==> config.mk <==
export PLATFORM = sky130hd
export DESIGN_NAME = key_event_scheduler
export DESIGN_NICKNAME = d
export VERILOG_FILES = /design/src/rtl/key_event_scheduler_pkg.sv /design/src/rtl/key_event_scheduler_tone_gen.sv /design/src/rtl/key_event_scheduler.sv
export SDC_FILE = /design/constraint.sdc
export NUM_CORES = 1
export LEC_CHECK = 0
export ABC_AREA = 1
export CORE_MARGIN = 2
export CORE_UTILIZATION = 56
export DETAILED_ROUTE_END_ITERATION = 12
export GPL_TIMING_DRIVEN = 0
export PLACE_DENSITY = 0.85
export SETUP_SLACK_MARGIN = 0.5
export SLEW_MARGIN = 0
export SYNTH_ARGS = -nofsm -noshare
export SYNTH_HDL_FRONTEND = slang
export SYNTH_SLANG_ARGS = --single-unit
export TNS_END_PERCENT = 10
==> constraint.sdc <==
create_clock -name FPGA_CLK -period 2 [get_ports FPGA_CLK]
set_clock_uncertainty 0.2 [all_clocks]
set_input_delay 0.3 -clock FPGA_CLK [delete_from_list [all_inputs] [get_ports FPGA_CLK]]
set_output_delay 0.3 -clock FPGA_CLK [all_outputs]
set_load 0.05 [all_outputs]
==> src/rtl/key_event_scheduler_pkg.sv <==
// Shared types and constants for the key event scheduler: FSM states,
// request slot indices, value-register limits and the round-robin step.
package key_sched_pkg;

  typedef enum logic [1:0] {
    IDLE  = 2'd0,
    ISSUE = 2'd1,
    SOUND = 2'd2,
    GAP   = 2'd3
  } state_e;

  localparam int NUM_REQ  = 3;
  localparam int REQ_INC  = 0;
  localparam int REQ_DEC  = 1;
  localparam int REQ_BEEP = 2;

  localparam logic [3:0] CNT_MAX = 4'd15;
  localparam logic [3:0] CNT_MIN = 4'd0;

  // (idx + k) modulo the three request slots
  function automatic logic [1:0] rr_add(input logic [1:0] idx, input logic [1:0] k);
    logic [2:0] s;
    s = {1'b0, idx} + {1'b0, k};
    if (s >= 3'd3) s = s - 3'd3;
    return s[1:0];
  endfunction

endpackage

==> src/rtl/key_event_scheduler_tone_gen.sv <==
// Square-wave buzzer tone: toggles every TONE_HALF enabled cycles,
// restarts low on clear and is forced low while disabled.
module tone_gen #(
  parameter int TONE_HALF = 113636
) (
  input  logic clk_i,
  input  logic rst_i,
  input  logic en_i,
  input  logic clr_i,
  output logic wave_o
);

  localparam int CW = (TONE_HALF > 1) ? $clog2(TONE_HALF) : 1;

  logic [CW-1:0] cnt_q;
  logic          wave_q;

  always_ff @(posedge clk_i or posedge rst_i) begin
    if (rst_i) begin
      cnt_q  <= '0;
      wave_q <= 1'b0;
    end else if (clr_i) begin
      cnt_q  <= '0;
      wave_q <= 1'b0;
    end else if (en_i) begin
      if (cnt_q == CW'(TONE_HALF - 1)) begin
        cnt_q  <= '0;
        wave_q <= ~wave_q;
      end else begin
        cnt_q <= cnt_q + 1'b1;
      end
    end
  end

  // Gating keeps the pin low outside SOUND and drops it with an async reset.
  assign wave_o = wave_q & en_i;

endmodule

==> src/rtl/key_event_scheduler.sv <==
// Round-robin scheduler of inc/dec/beep key requests onto the 4-bit value
// register and buzzer. Define KEY_SCHED_CLICK_EN to sound a click on accepted inc/dec.
module key_event_scheduler
  import key_sched_pkg::*;
#(
  parameter int TONE_HALF = 113636,
  parameter int BEEP_CYC  = 5000000,
  parameter int CLICK_CYC = 1000000,
  parameter int GAP_CYC   = 2500000
) (
  input  logic       FPGA_CLK,
  input  logic       RESET_BUT,
  input  logic       req_inc,
  input  logic       req_dec,
  input  logic       req_beep,
  input  logic [3:0] cnt_val,
  output logic       cnt_inc,
  output logic       cnt_dec,
  output logic       beep,
  output logic       busy,
  output logic       drop
);

  state_e      state_q, state_d;
  logic [2:0]  pend_q, pend_d;
  logic [2:0]  req_v, gnt_mask;
  logic [1:0]  ptr_q, ptr_d;
  logic [1:0]  gnt_q, gnt_d;
  logic [1:0]  pick, cand;
  logic        pick_vld;
  logic [31:0] dur_q, dur_d;
  logic [31:0] snd_last_q, snd_last_d;
  logic        drop_q, drop_d;
  logic        acc_inc, acc_dec, accept;

  assign req_v = {req_beep, req_dec, req_inc};

  // First pending slot at or after the pointer wins.
  always_comb begin
    pick     = ptr_q;
    pick_vld = 1'b0;
    cand     = ptr_q;
    for (int k = 2; k >= 0; k--) begin
      cand = rr_add(ptr_q, 2'(k));
      if (pend_q[cand]) begin
        pick     = cand;
        pick_vld = 1'b1;
      end
    end
  end

  assign gnt_mask = (state_q == IDLE && pick_vld) ? (3'b001 << pick) : 3'b000;
  // A request landing on its own grant cycle survives as a fresh pending bit.
  assign pend_d   = (pend_q & ~gnt_mask) | req_v;
  assign drop_d   = |(req_v & pend_q & ~gnt_mask);

  assign acc_inc = (state_q == ISSUE) && (gnt_q == 2'(REQ_INC)) && (cnt_val != CNT_MAX);
  assign acc_dec = (state_q == ISSUE) && (gnt_q == 2'(REQ_DEC)) && (cnt_val != CNT_MIN);
  assign accept  = acc_inc | acc_dec;

  always_comb begin
    state_d    = state_q;
    ptr_d      = ptr_q;
    gnt_d      = gnt_q;
    dur_d      = dur_q;
    snd_last_d = snd_last_q;
    case (state_q)
      IDLE: begin
        if (pick_vld) begin
          state_d = ISSUE;
          gnt_d   = pick;
          ptr_d   = rr_add(pick, 2'd1);
        end
      end
      ISSUE: begin
        dur_d = '0;
`ifdef KEY_SCHED_CLICK_EN
        state_d    = SOUND;
        snd_last_d = accept ? 32'(CLICK_CYC - 1) : 32'(BEEP_CYC - 1);
`else
        state_d    = accept ? GAP : SOUND;
        snd_last_d = 32'(BEEP_CYC - 1);
`endif
      end
      SOUND: begin
        if (dur_q == snd_last_q) begin
          state_d = GAP;
          dur_d   = '0;
        end else begin
          dur_d = dur_q + 32'd1;
        end
      end
      GAP: begin
        if (dur_q == 32'(GAP_CYC - 1)) begin
          state_d = IDLE;
          dur_d   = '0;
        end else begin
          dur_d = dur_q + 32'd1;
        end
      end
      default: state_d = IDLE;
    endcase
  end

  always_ff @(posedge FPGA_CLK or posedge RESET_BUT) begin
    if (RESET_BUT) begin
      state_q    <= IDLE;
      pend_q     <= '0;
      ptr_q      <= 2'(REQ_INC);
      gnt_q      <= 2'(REQ_INC);
      dur_q      <= '0;
      snd_last_q <= '0;
      drop_q     <= 1'b0;
    end else begin
      state_q    <= state_d;
      pend_q     <= pend_d;
      ptr_q      <= ptr_d;
      gnt_q      <= gnt_d;
      dur_q      <= dur_d;
      snd_last_q <= snd_last_d;
      drop_q     <= drop_d;
    end
  end

  tone_gen #(
    .TONE_HALF(TONE_HALF)
  ) u_tone (
    .clk_i (FPGA_CLK),
    .rst_i (RESET_BUT),
    .en_i  (state_q == SOUND),
    .clr_i (state_q == ISSUE),
    .wave_o(beep)
  );

  assign cnt_inc = acc_inc;
  assign cnt_dec = acc_dec;
  assign busy    = (state_q != IDLE);
  assign drop    = drop_q;

endmodule

==> results.ini, run 1 <==
[run_status]
status = complete, but fails checks
failed_checks = negative hold slack, negative setup slack

[clock_tree]
tritoncts = done
cts_buffers = 9
clock-sinks = 61
clk_pin_slew_ps = 90
root_buffer = clkbuf_8
postCtsHoldBufs = 0
htreeDepth = 3
clk_latency_ps = 370
cts_buffer_depth = 2

[synthesis]
yosysWarnings = 0
synth-compound-area-share = 0.0486
synth_mux_area_frac = 0.00230
synth_adder_area_share = 0.0403
ys_ff_latch = 61
synthCells = 655
yosysSeqAreaShare = 0.351
synth_top_family_by_area = simple AND/OR/NAND/NOR gates
yosys-top-cells-area = dfrtp_1 35%, nand2_1 19%, nor2_1 8.0%
yosys.area_share.xor_xnor = 0.0443
synth_top_area_cell = dfrtp_1
synthSimpleGateAreaFrac = 0.421
synth_area_per_cell_um2 = 6.64
synth_nets = 678
async_reset_ff_frac = 1.00
synth_cell_types = 34
synth_edf_count = 0
synthFlopType = dfrtp_1
synth.top_cell.area_share = 0.351
synth_area_um2 = 4350

[layout]
final_common_cell = nand2_1
post-route-util = 0.752
nets = 727
fillCellCount = 463
final_cell_mix = 194 x nand2_1, 66 x nor2_1, 65 x inv_1
postLayoutCellArea_um2 = 5720
regArea_um2 = 1540
final_cells = 811
layout-drive-gt1-share = 0.305
n_antenna_cell = 0
multiInputGateArea_um2 = 3020
area_delta_synth_final_pct = 31.5

[timing]
finalWorstPathRequiredPeriod_ps = 2230
rsz0062_at_grt = yes
fmaxAchievable_mhz = 449
hold_violations = 19
worstMarginPinSlew_ps = 618
holdWs_ps = -98.7
setup_ws_ps = -229
fin_crit_sh = 1.11
slew_headroom = 0.588
slew_violations = 0
setup_viol = 30

[worst_setup_path]
path_class = reg -> reg
cpMostUsedCell = nand2_4
cp.buffers_inverters = 4
cp-start-kind = flop
crit_slowest_cell = dfrtp_2
crit_chain = inv_2 -> ha_2 -> inv_1 -> nand2_1 -> nand3_1 -> nand2_2 -> inv_1 -> a21oi_2 -> nand2_4 -> nand2_4 -> inv_2 -> ha_4 -> nand2_4 -> nand2_1 -> nand3_1
end_kind = flop
slowest_delay_ps = 470
arrival_ps = 2320
required_ps = 2090
cp_max_fo = 4
path_delay_family = simple AND/OR/NAND/NOR gates

[power]
ir_drop_mv = 0.668
powerDensity_nw_per_um2 = 1230
p_leak_nw = 2.67

[placed_design]
dp_hpwl_um = 7380
port_buffers = 13
dpl_worst_slack_ps = -328
dpl-instance-area_um2 = 4660
place_congestion = 0.939
dp_cells = 770

[global_routing]
overflow = 0
grt_max_degree = 62
grt_pass1_vias = 4531
antenna_found_initial = 0
grt_usage = 0.318
grt_first_pass_wirelength_um = 21300

[detailed_routing]
vias_per_cell = 6.11
wl_um = 14800
wl_per_cell_um = 18.3
dr_total_vias = 4953
detail-route-antenna-nets = 0
drt_iter0_drc = 671
dr.pass1.iters = 7
drc = 0

[floorplanning]
core_um2 = 7610
initial_utilization = 0.571
fp.dieH_um = 92.1
io_pins = 14
fp-row-count = 32
die_area_um2 = 8480
die_x_um = 92.1

[run]
maxCapViolations = 0

[hold_path]
hold_path_class = in -> async

## final cells by class
cell class                      instances  area share
Sequential cell                        61       0.270
Multi-Input combinational cell        494       0.528
Buffer                                 15      0.0223
Clock buffer                           10      0.0241
Tap cell                              102      0.0223
Clock inverter                          6     0.00678
Inverter                               85      0.0613
Timing Repair Buffer                   38      0.0650
## worst paths after layout
path / startpoint / to / slack (ps) / cells past startpoint
hold / removal: RESET_BUT / state_q[0] / -100 / 2
min in group FPGA_CLK: req_beep / pend_q[2] / 340 / 2
hold reg to reg: pend_q[2] / pend_q[2] / 360 / 1
setup / recovery: ptr_q[1] / drop / -230 / 15
setup reg to reg: ptr_q[1] / drop / -230 / 15
max in group asynchronous: RESET_BUT / dur_q[17] / 1080 / 3
## power breakdown
group	internal [mW]	switching, mW
logic	1.73	2.64
registers	1.39	0.226
clock network	0.479	0.573
## what timing repair did
action / CTS / global route
endpoints found under the setup margin: 126 / 64
hold endpoints to repair: 0 / 19
cloned: 0 / 0
pin swaps: 59 / 30
gates resized for setup: 176 / 56
buffers inserted: 22 / 2
## routing by layer
layer / GRT usage / vias to the layer above / share of wire
li1: - / 2153 / -
met1: 0.404 / 2248 / 0.37
met2: 0.508 / 416 / 0.46
met3: 0.0567 / 136 / 0.10
met4: 0.184 / 0 / 0.069
met5: 0 / - / 0
## state kept, by name, summed over array words and instances (netlist names)
| name | count |
|---|---|
| drop | 1 |
| dur_q | 32 |
| gnt_q | 2 |
| pend_q | 3 |
| ptr_q | 2 |
| snd_last_q | 1 |
| state_q | 2 |
| u_tone.cnt_q | 17 |
| u_tone.wave_q | 1 |
## kinds of logic after synthesis
group,count (synthesis)
compound gates,37
xor+xnor,22
fa+ha+maj,14
buf+inv,100
flops,61
mux,1
simple gates,420
## synth_stat cells (3+ instances only)
| cell type | number |
|---|---|
| nand2_1 | 220 |
| nor2_1 | 93 |
| inv_1 | 84 |
| dfrtp_1 | 61 |
| nand3_1 | 53 |
| xor2_1 | 20 |
| nand4_1 | 17 |
| ha_1 | 14 |
| o21ai_0 | 14 |
| a21oi_1 | 9 |
| nor3_1 | 9 |
| buf_2 | 7 |
| clkbuf_1 | 5 |
| nand2_2 | 5 |
| nand3_2 | 5 |
| nor2_2 | 5 |
| nor2_4 | 4 |
| nor3_2 | 4 |
| a21o_1 | 3 |
| a31oi_1 | 3 |
| o2111ai_1 | 3 |
| o21ai_1 | 3 |
## stage by stage
| step | total power [mW] | TNS, ps |
|---|---|---|
| 3_5_place_dp | 4.04 | -3740 |
| 5_1_grt | 7.33 | -5390 |
| 4_1_cts | 6.27 | -652 |
| 6_report | 7.04 | -3300 |
| 3_3_place_gp | 3.97 | -2810 |
| 2_1_floorplan | 3.44 | 0 |
(Power assumes the default switching activity.)
==> run 2, diff against run 1 <==
--- a/config.mk
+++ b/config.mk
@@ -7,10 +7,10 @@
 export LEC_CHECK = 0
 export ABC_AREA = 1
 export CORE_MARGIN = 2
-export CORE_UTILIZATION = 56
+export CORE_UTILIZATION = 35
 export DETAILED_ROUTE_END_ITERATION = 12
 export GPL_TIMING_DRIVEN = 0
-export PLACE_DENSITY = 0.85
+export PLACE_DENSITY = 0.6
 export SETUP_SLACK_MARGIN = 0.5
 export SLEW_MARGIN = 0
 export SYNTH_ARGS = -nofsm -noshare
==> run 2 against run 1 <==
The run ends with negative setup slack left. Total power up 1.1%. Core utilization down 25 points. Global-route usage down 12 points. Sequential share of layout area down 1.3 points. Combinational power down 13%. Worst hold slack better by 280 ps. Critical path type unchanged.
==> results.ini, run 2 (synthesis results as in run 1) <==
[run_status]
status = complete, but fails checks
failed_checks = negative setup slack

[detailed_routing]
wl_um = 12000  ; -19%
wl_per_cell_um = 13.8  ; -25%
vias_per_cell = 4.95  ; -19%
drt_iter0_drc = 278  ; -59%
dr.pass1.iters = 5  ; -2
dr_total_vias = 4311  ; -13%
drc = 0  ; unchanged
detail-route-antenna-nets = 0  ; unchanged

[clock_tree]
postCtsHoldBufs = 0  ; unchanged
cts_buffers = 9  ; unchanged
clock-sinks = 61  ; unchanged
tritoncts = done
cts_buffer_depth = 2  ; unchanged
clk_pin_slew_ps = 60  ; -30 ps
root_buffer = clkbuf_16
htreeDepth = 3  ; unchanged
clk_latency_ps = 340  ; -30 ps

[global_routing]
overflow = 0  ; unchanged
grt_first_pass_wirelength_um = 20500  ; -4.0%
grt_usage = 0.193  ; -0.125
grt_max_degree = 35  ; -44%
grt_pass1_vias = 4313  ; -4.8%
antenna_found_initial = 0  ; unchanged

[timing]
worstMarginPinSlew_ps = 622  ; +4.58 ps
setup_ws_ps = -116  ; +113 ps
rsz0062_at_grt = yes
fin_crit_sh = 1.06  ; -0.0566
slew_violations = 0  ; unchanged
hold_violations = 0  ; -19
fmaxAchievable_mhz = 473  ; +5.4%
slew_headroom = 0.584  ; -0.00393
setup_tns_ps = -564  ; +2740 ps
setup_viol = 7  ; -77%
finalWorstPathRequiredPeriod_ps = 2120  ; -113 ps

[worst_setup_path]
arrival_ps = 2150  ; -170 ps
slowest_delay_ps = 380  ; -90 ps
cpMostUsedCell = nand2_1
end_kind = flop
path_class = reg -> reg
cp_max_fo = 5  ; +1
crit_chain = inv_2 -> ha_4 -> inv_4 -> nand3_2 -> o21ai_2 -> or2_4 -> nand2_1 -> nand2_2 -> nand2_4 -> ha_1 -> nand2_1 -> a21o_1
crit_slowest_cell = dfrtp_1
required_ps = 2030  ; -60 ps
cp-start-kind = flop

[power]
ir_drop_mv = 0.991  ; +48%
p_leak_nw = 2.79  ; +4.4%
p_total_mw = 7.11  ; +1.1%
powerDensity_nw_per_um2 = 1180  ; -4.1%

[layout]
final_cells = 871  ; +7.4%
final_common_cell = nand2_1
largest_reg_flops = 32  ; unchanged
reg_top3 = dur_q x32, u_tone.cnt_q x17, pend_q x3
layout-drive-gt1-share = 0.327  ; +0.0225
final_cell_mix = 190 x nand2_1, 65 x nor2_1, 64 x inv_1
n_antenna_cell = 0  ; unchanged
area_delta_synth_final_pct = 38.6
postLayoutCellArea_um2 = 6030  ; +5.4%
regMostFlops = dur_q
nets = 721  ; -0.83%

[placed_design]
place_congestion = 0.884  ; -5.8%
port_buffers = 13  ; unchanged
dp_hpwl_um = 8000  ; +8.3%
dp_cells = 837  ; +8.7%
dpl-instance-area_um2 = 4760  ; +2.2%
dpl_worst_slack_ps = -340  ; -12.0 ps

[floorplanning]
initial_utilization = 0.360  ; -0.211
die_x_um = 115  ; +25%
fp.dieH_um = 115  ; +25%
fp-row-count = 40  ; +25%
io_pins = 14  ; unchanged
die_area_um2 = 13300  ; +57%
core_um2 = 12100  ; +59%

[run]
maxCapViolations = 0  ; unchanged

[hold_path]
hold_path_class = in -> async

==> run 2: cell count changes in the layout (fill, tap and decap cells not counted), moves of 4 or more <==
cell,before,now
nand2_1,194,190
nand2_4,7,11
o21ai_1,5,9
buf_12,1,5
nor2_4,15,23
nand3_1,35,21
inv_2,11,15
clkbuf_8,10,2
clkbuf_16,0,9
nand3_2,18,33
nor2_2,21,14
buf_4,22,18
o21ai_0,9,5
==> run 2: power by group <==
group | switching, mW | leakage [nW] | internal, mW
Clock | 0.602 | 0.152 | 1.13
Sequential | 0.182 | 0.787 | 1.39
Combinational | 2.28 | 1.85 | 1.53
==> run 2: worst max-delay path: cells and delay by family (launching register included) <==
family,cells,cell delay (ps)
AND/OR/NAND/NOR,6,600
buffers and inverters,2,130
AO/OA/AOI/OAI,2,230
flip-flops,1,380
adder cells (fa/ha/maj),2,470
==> run 2: path summary, 6_finish.rpt <==
kind / startpoint / endpoint / slack, ps / depth (start not counted)
min in group FPGA_CLK: gnt_q[0] / gnt_q[0] / 320 / 2
worst min-delay path: RESET_BUT / dur_q[4] / 180 / 2
max in group asynchronous: RESET_BUT / dur_q[19] / 820 / 3
worst max register to register: ptr_q[0] / pend_q[2] / -120 / 12
worst min register to register: gnt_q[0] / gnt_q[0] / 320 / 2
worst max-delay path: ptr_q[0] / pend_q[2] / -120 / 12
==> run 2: final cells by class <==
| class | instances | area (um^2) |
|---|---|---|
| Buffer | 15 | 170 |
| Clock buffer | 11 | 243 |
| Clock inverter | 5 | 83.8 |
| Fill cell | 1131 | 6040 |
| Inverter | 85 | 340 |
| Multi-Input combinational cell | 494 | 3120 |
| Sequential cell | 61 | 1550 |
| Tap cell | 168 | 210 |
| Timing Repair Buffer | 32 | 313 |
==> run 2: layer usage <==
layer	global-route usage	wire (um)	up-vias	share of wire
li1	-	-	2146	-
met1	0.245	5350	2038	0.45
met2	0.317	5770	98	0.48
met3	0.0424	568	29	0.047
met4	0.0827	323	0	0.027
met5	0	0	-	0
==> run 2: through the flow <==
step	utilization	hold WS, ps
after floorplan	-	192
after global placement	0.393	301
after detailed placement	0.395	310
after CTS	0.480	213
after global routing	0.500	264
final	0.500	184
==> run 2: what timing repair did <==
action                     CTS  global route
setup endpoints to repair   65            64
resized for setup          203            59
pin swaps                   81            37
buffers inserted            16             2
==> RTL edit 1, RTL diff (flow settings as in run 2) <==
Build with the macro `KEY_SCHED_CLICK_EN` defined.
--- a/src/rtl/key_event_scheduler.sv
+++ b/src/rtl/key_event_scheduler.sv
@@ -1,4 +1,6 @@
 // Round-robin scheduler of inc/dec/beep key requests onto the 4-bit value
 // register and buzzer. Define KEY_SCHED_CLICK_EN to sound a click on accepted inc/dec.
+`define KEY_SCHED_CLICK_EN
+
 module key_event_scheduler
   import key_sched_pkg::*;
Check against the original RTL: no difference found for any inputs over 10 cycles, from zero or initial values and one cycle with RESET_BUT high; that may be too few to reach the edited logic, so the function may still have changed.
==> RTL edit 1 against run 2 <==
- the run still ends with setup timing left
- synthesized area rose by 0.89%
- sequential cell count rose by 2
- core utilization fell by 2.2 points
- synthesized cell count fell by 3.4%
- non-clock buffer count fell by 2
- final area fell by 4.0%
- worst setup slack got worse by 0.063 ns
- routed wire length fell by 7.2%
- critical path type unchanged
- critical endpoint is now drop$_DFF_PP0_
- largest cell class unchanged
- highest routed layer unchanged
Power is not compared: it rests on default switching activity, and its combinational part moved more than twofold at a synthesized area within 25%.
==> RTL edit 1: results (changes against run 2) <==
The flow ran to the end, but the final reports show violations. Violations in the final reports: setup timing (unchanged). The buffer share of cell area came out at 7.892% (was 8.015%). The count of endpoints failing setup in the final report came out at 7 (unchanged). The net count after synthesis is 656 (was 678). The wire length of the first global-routing pass came out at 19310 um (was 20460 um). The adder and majority cell fraction of the synthesized area works out to 3.994% (was 4.030%). The number of instances resized during post-cts repair was 153 (was 203); the overall routing resource usage was 18.05% (was 19.28%).

The final-layout setup total negative slack is -0.8088 ns (was -0.5640 ns), and the post-route worst hold slack is 0.2986 ns (was 0.1840 ns). For the number of unique standard cell types used by synthesis, the log shows 41 (was 34). The tools report the HPWL after detailed placement as 7737 um (was 7996 um). The total area of sequential cells came out at 1589 sq um (was 1546 sq um). The total via count after detailed routing was 4169 (was 4311).

Number of filler cells placed in the layout: 1221 (was 1131). The tools report the number of nets at the end of the flow as 699 (was 721). Total area of multi-input combinational cells: 2850 sq um (was 3119 sq um). Registers with the most flip-flops: dur_q: 32 flops, u_tone.cnt_q: 17 flops (was dur_q: 32 flops, u_tone.cnt_q: 17 flops, pend_q: 3 flops).

The tools report the multi-input logic cell count as 469 (was 494). The multiplexer share of the synthesized area was 0% (was 0.2303%); the wire length per cell was 13.14 um (was 13.79 um). The final setup slack of the worst path was -0.1783 ns (was -0.1155 ns). The inverter count of the layout excluding clock inverters was 88 (was 85); the number of buffers inserted by post-CTS setup repair was 15 (was 16).

The cell count after placement came out at 815 (was 837). The complex-gate fraction of the synthesized area is 8.302% (was 4.865%). The tools report the capturing element of the worst setup path as drop$_DFF_PP0_ (was pend_q[2]$_DFF_PP0_). Count of non-CTS buffers in the layout: 45 (was 47).

The area growth from synthesis to final layout is 31.95% (was 38.63%), and the number of synthesized register bits is 63 (was 61). Cell types with the highest counts after synthesis: nand2_1 (184), inv_1 (86), nor2_1 (83), dfrtp_1 (63), nand3_1 (36) (was nand2_1 (220), nor2_1 (93), inv_1 (84), dfrtp_1 (61), nand3_1 (53)).
==> RTL edit 1: worst max-delay path, cell delays in order (launching register included) <==
cell and delay (ns):
dfrtp_2 0.44, inv_2 0.11, ha_2 0.21, nand2_1 0.06, o211ai_1 0.11, nand2_2 0.15, or2_4 0.26, nand2_2 0.09
ha_2 0.16, inv_1 0.04, o21bai_1 0.11, nand3_1 0.10
==> RTL edit 1: metal layers <==
metal / wire, um / part of all wire (%) / up-vias / global-route usage (%)
met3: 588 / 5.3 / 12 / 4.289
met2: 5601 / 50 / 97 / 30.84
li1: - / - / 2099 / -
met5: 0 / 0 / - / 0
met4: 151 / 1.4 / 0 / 6.270
met1: 4811 / 43 / 1961 / 22.39
==> RTL edit 1: report_power, final <==
part / leakage, uW / internal (uW) / switching, uW
Clock: 0.000161 / 1110 / 634
Sequential: 0.000779 / 1280 / 0.552
Combinational: 0.00183 / 23.7 / 37.9
==> RTL edit 2, RTL diff (flow settings as in run 2) <==
Without the edit above. Encoding of `state_e`: now one-hot (4 bits for 4 states).
--- a/src/rtl/key_event_scheduler_pkg.sv
+++ b/src/rtl/key_event_scheduler_pkg.sv
@@ -3,9 +3,9 @@
 package key_sched_pkg;
 
-  typedef enum logic [1:0] {
-    IDLE  = 2'd0,
-    ISSUE = 2'd1,
-    SOUND = 2'd2,
-    GAP   = 2'd3
+  typedef enum logic [3:0] {
+    IDLE  = 4'b0001,
+    ISSUE = 4'b0010,
+    SOUND = 4'b0100,
+    GAP   = 4'b1000
   } state_e;
 
Function: no difference found for any inputs over 10 cycles, from zero or initial values and one cycle with RESET_BUT high; not proved beyond that.
==> RTL edit 2 against run 2 <==
- the run still ends with setup timing left
- sequential share of layout area rose by 2.4 points
- final area fell by 5.7%
- via count fell by 1.1%
- combinational power down 19%
- sequential cell count grew 2
- global-route usage decreased by 1.4 points
- synthesized area is 0.23% higher
- worst setup slack got worse by 0.035 ns
- first-iteration DRC count fell by 14%
- total power is 9.9% lower
- routed wire length shrank 9.0%
- critical endpoint is now pend_q[1]$_DFF_PP0_
- largest cell class unchanged
- highest routed layer unchanged
==> RTL edit 2: results (changes against run 2) <==
The flow ran to the end, but the final reports show violations. Violations in the final reports: setup timing (unchanged). The clock share of power is 26.2% (was 24.3%). Met1 track utilization from global routing: 22.68% (was 24.54%). The tools report the number of instances resized during post-cts repair as 99 (was 203). The maximum number of pins on one net before global-route repair is 33 (was 35). The placed standard-cell area is 4801 sq um (was 4761 sq um), and the fraction of layout instances using a drive strength above 1 is 22.36% (was 32.72%). The number of nets at the end of the flow is 743 (was 721).

The run gives 240 (was 278) as the number of DRC violations after detailed-routing iteration 0. The final-layout setup total negative slack was -0.4978 ns (was -0.5640 ns). The wire length per cell is 12.18 um (was 13.79 um).

The total via count after detailed routing is 4263 (was 4311), and the number of global-route vias before repair is 4114 (was 4313). Net count after synthesis: 694 (was 678). The post-route worst hold slack was 0.2184 ns (was 0.1840 ns); the power spent charging and discharging nets was 2519 uW (was 3067 uW).

The synthesized-area fraction occupied by xor and xnor cells works out to 3.619% (was 4.433%). The design area came out at 5683 sq um (was 6026 sq um). The tools report the global routing met2 resource utilization as 30.41% (was 31.66%).

The inverter count of the layout excluding clock inverters came out at 98 (was 85). Largest cells by area after synthesis: dfrtp_1 (36%), nand2_1 (21%), nor2_1 (9.2%), inv_1 (8.1%), nand3_1 (5.4%) (was dfrtp_1 (35%), nand2_1 (19%), nor2_1 (8.0%), inv_1 (7.3%), nand3_1 (6.1%)). The data arrival time of the worst path was 2.18 ns (was 2.15 ns).

The met3 global-route usage came out at 3.138% (was 4.236%). The number of standard cells in the layout, taps in and fillers out was 897 (was 871). The post-placement setup slack was -0.3640 ns (was -0.3400 ns); the buffer share of cell area was 7.706% (was 8.015%). The wire length on met3 was 433 um (was 568 um). The clock sink total is 63 (was 61), and the slew at the pin closest to its max-slew limit is 0.7080 ns (was 0.6224 ns). The tools report the post-synthesis instance total as 676 (was 655). The tools report the endpoint of the worst-slack reg-to-reg timing path as pend_q[1]$_DFF_PP0_ (was pend_q[2]$_DFF_PP0_).

The launch instance of the worst register-to-register path is ptr_q[1]$_DFFE_PP0N_ (was ptr_q[0]$_DFFE_PP0N_). The clock tree cell share of total cell area was 5.504% (was 5.419%); the highest cell delay on the worst timing path was 0.45 ns (was 0.38 ns). The adder and majority cell fraction of the synthesized area was 2.585% (was 4.030%); the multi-input logic cell count was 505 (was 494).

The final setup slack of the worst path came out at -0.1502 ns (was -0.1155 ns). The count of cells along the worst register-to-register path came out at 11 (was 12). The logs give 47.9% (was 53.5%) for the relative contribution of combinational cells to total power and 0.002727 uW (was 0.002785 uW) for the static leakage. The global placement routability congestion was 0.8859 (was 0.8844). The highest net fanout along the worst path came out at 4 (was 5). The run gives 36.21% (was 35.12%) as the sequential share of the synthesized area. The count of endpoints failing setup in the final report was 6 (was 7).
==> RTL edit 2: cell count changes after synthesis, moves of 4 or more <==
cell and delta:
nor2_1 +14, xor2_1 -4, nand4_1 -5, inv_1 +10, clkbuf_1 -4, nand2_1 +20
a21oi_1 -5, o211ai_1 +7, ha_1 -5, nand3_1 -6
==> RTL edit 2: worst max path at each step <==
stage | from | depth (start not counted) | to | slack [ns]
after floorplan | ptr_q[0]$_DFFE_PP0N_ | 14 | pend_q[1]$_DFF_PP0_ | -0.009
after global placement | cnt_val[3] | 6 | cnt_dec | -0.35
after detailed placement | cnt_val[3] | 6 | cnt_dec | -0.36
after CTS | ptr_q[0]$_DFFE_PP0N_ | 14 | pend_q[1]$_DFF_PP0_ | -0.15
after global routing | ptr_q[1]$_DFFE_PP0N_ | 14 | drop$_DFF_PP0_ | -0.25
final | ptr_q[1]$_DFFE_PP0N_ | 11 | pend_q[1]$_DFF_PP0_ | -0.15
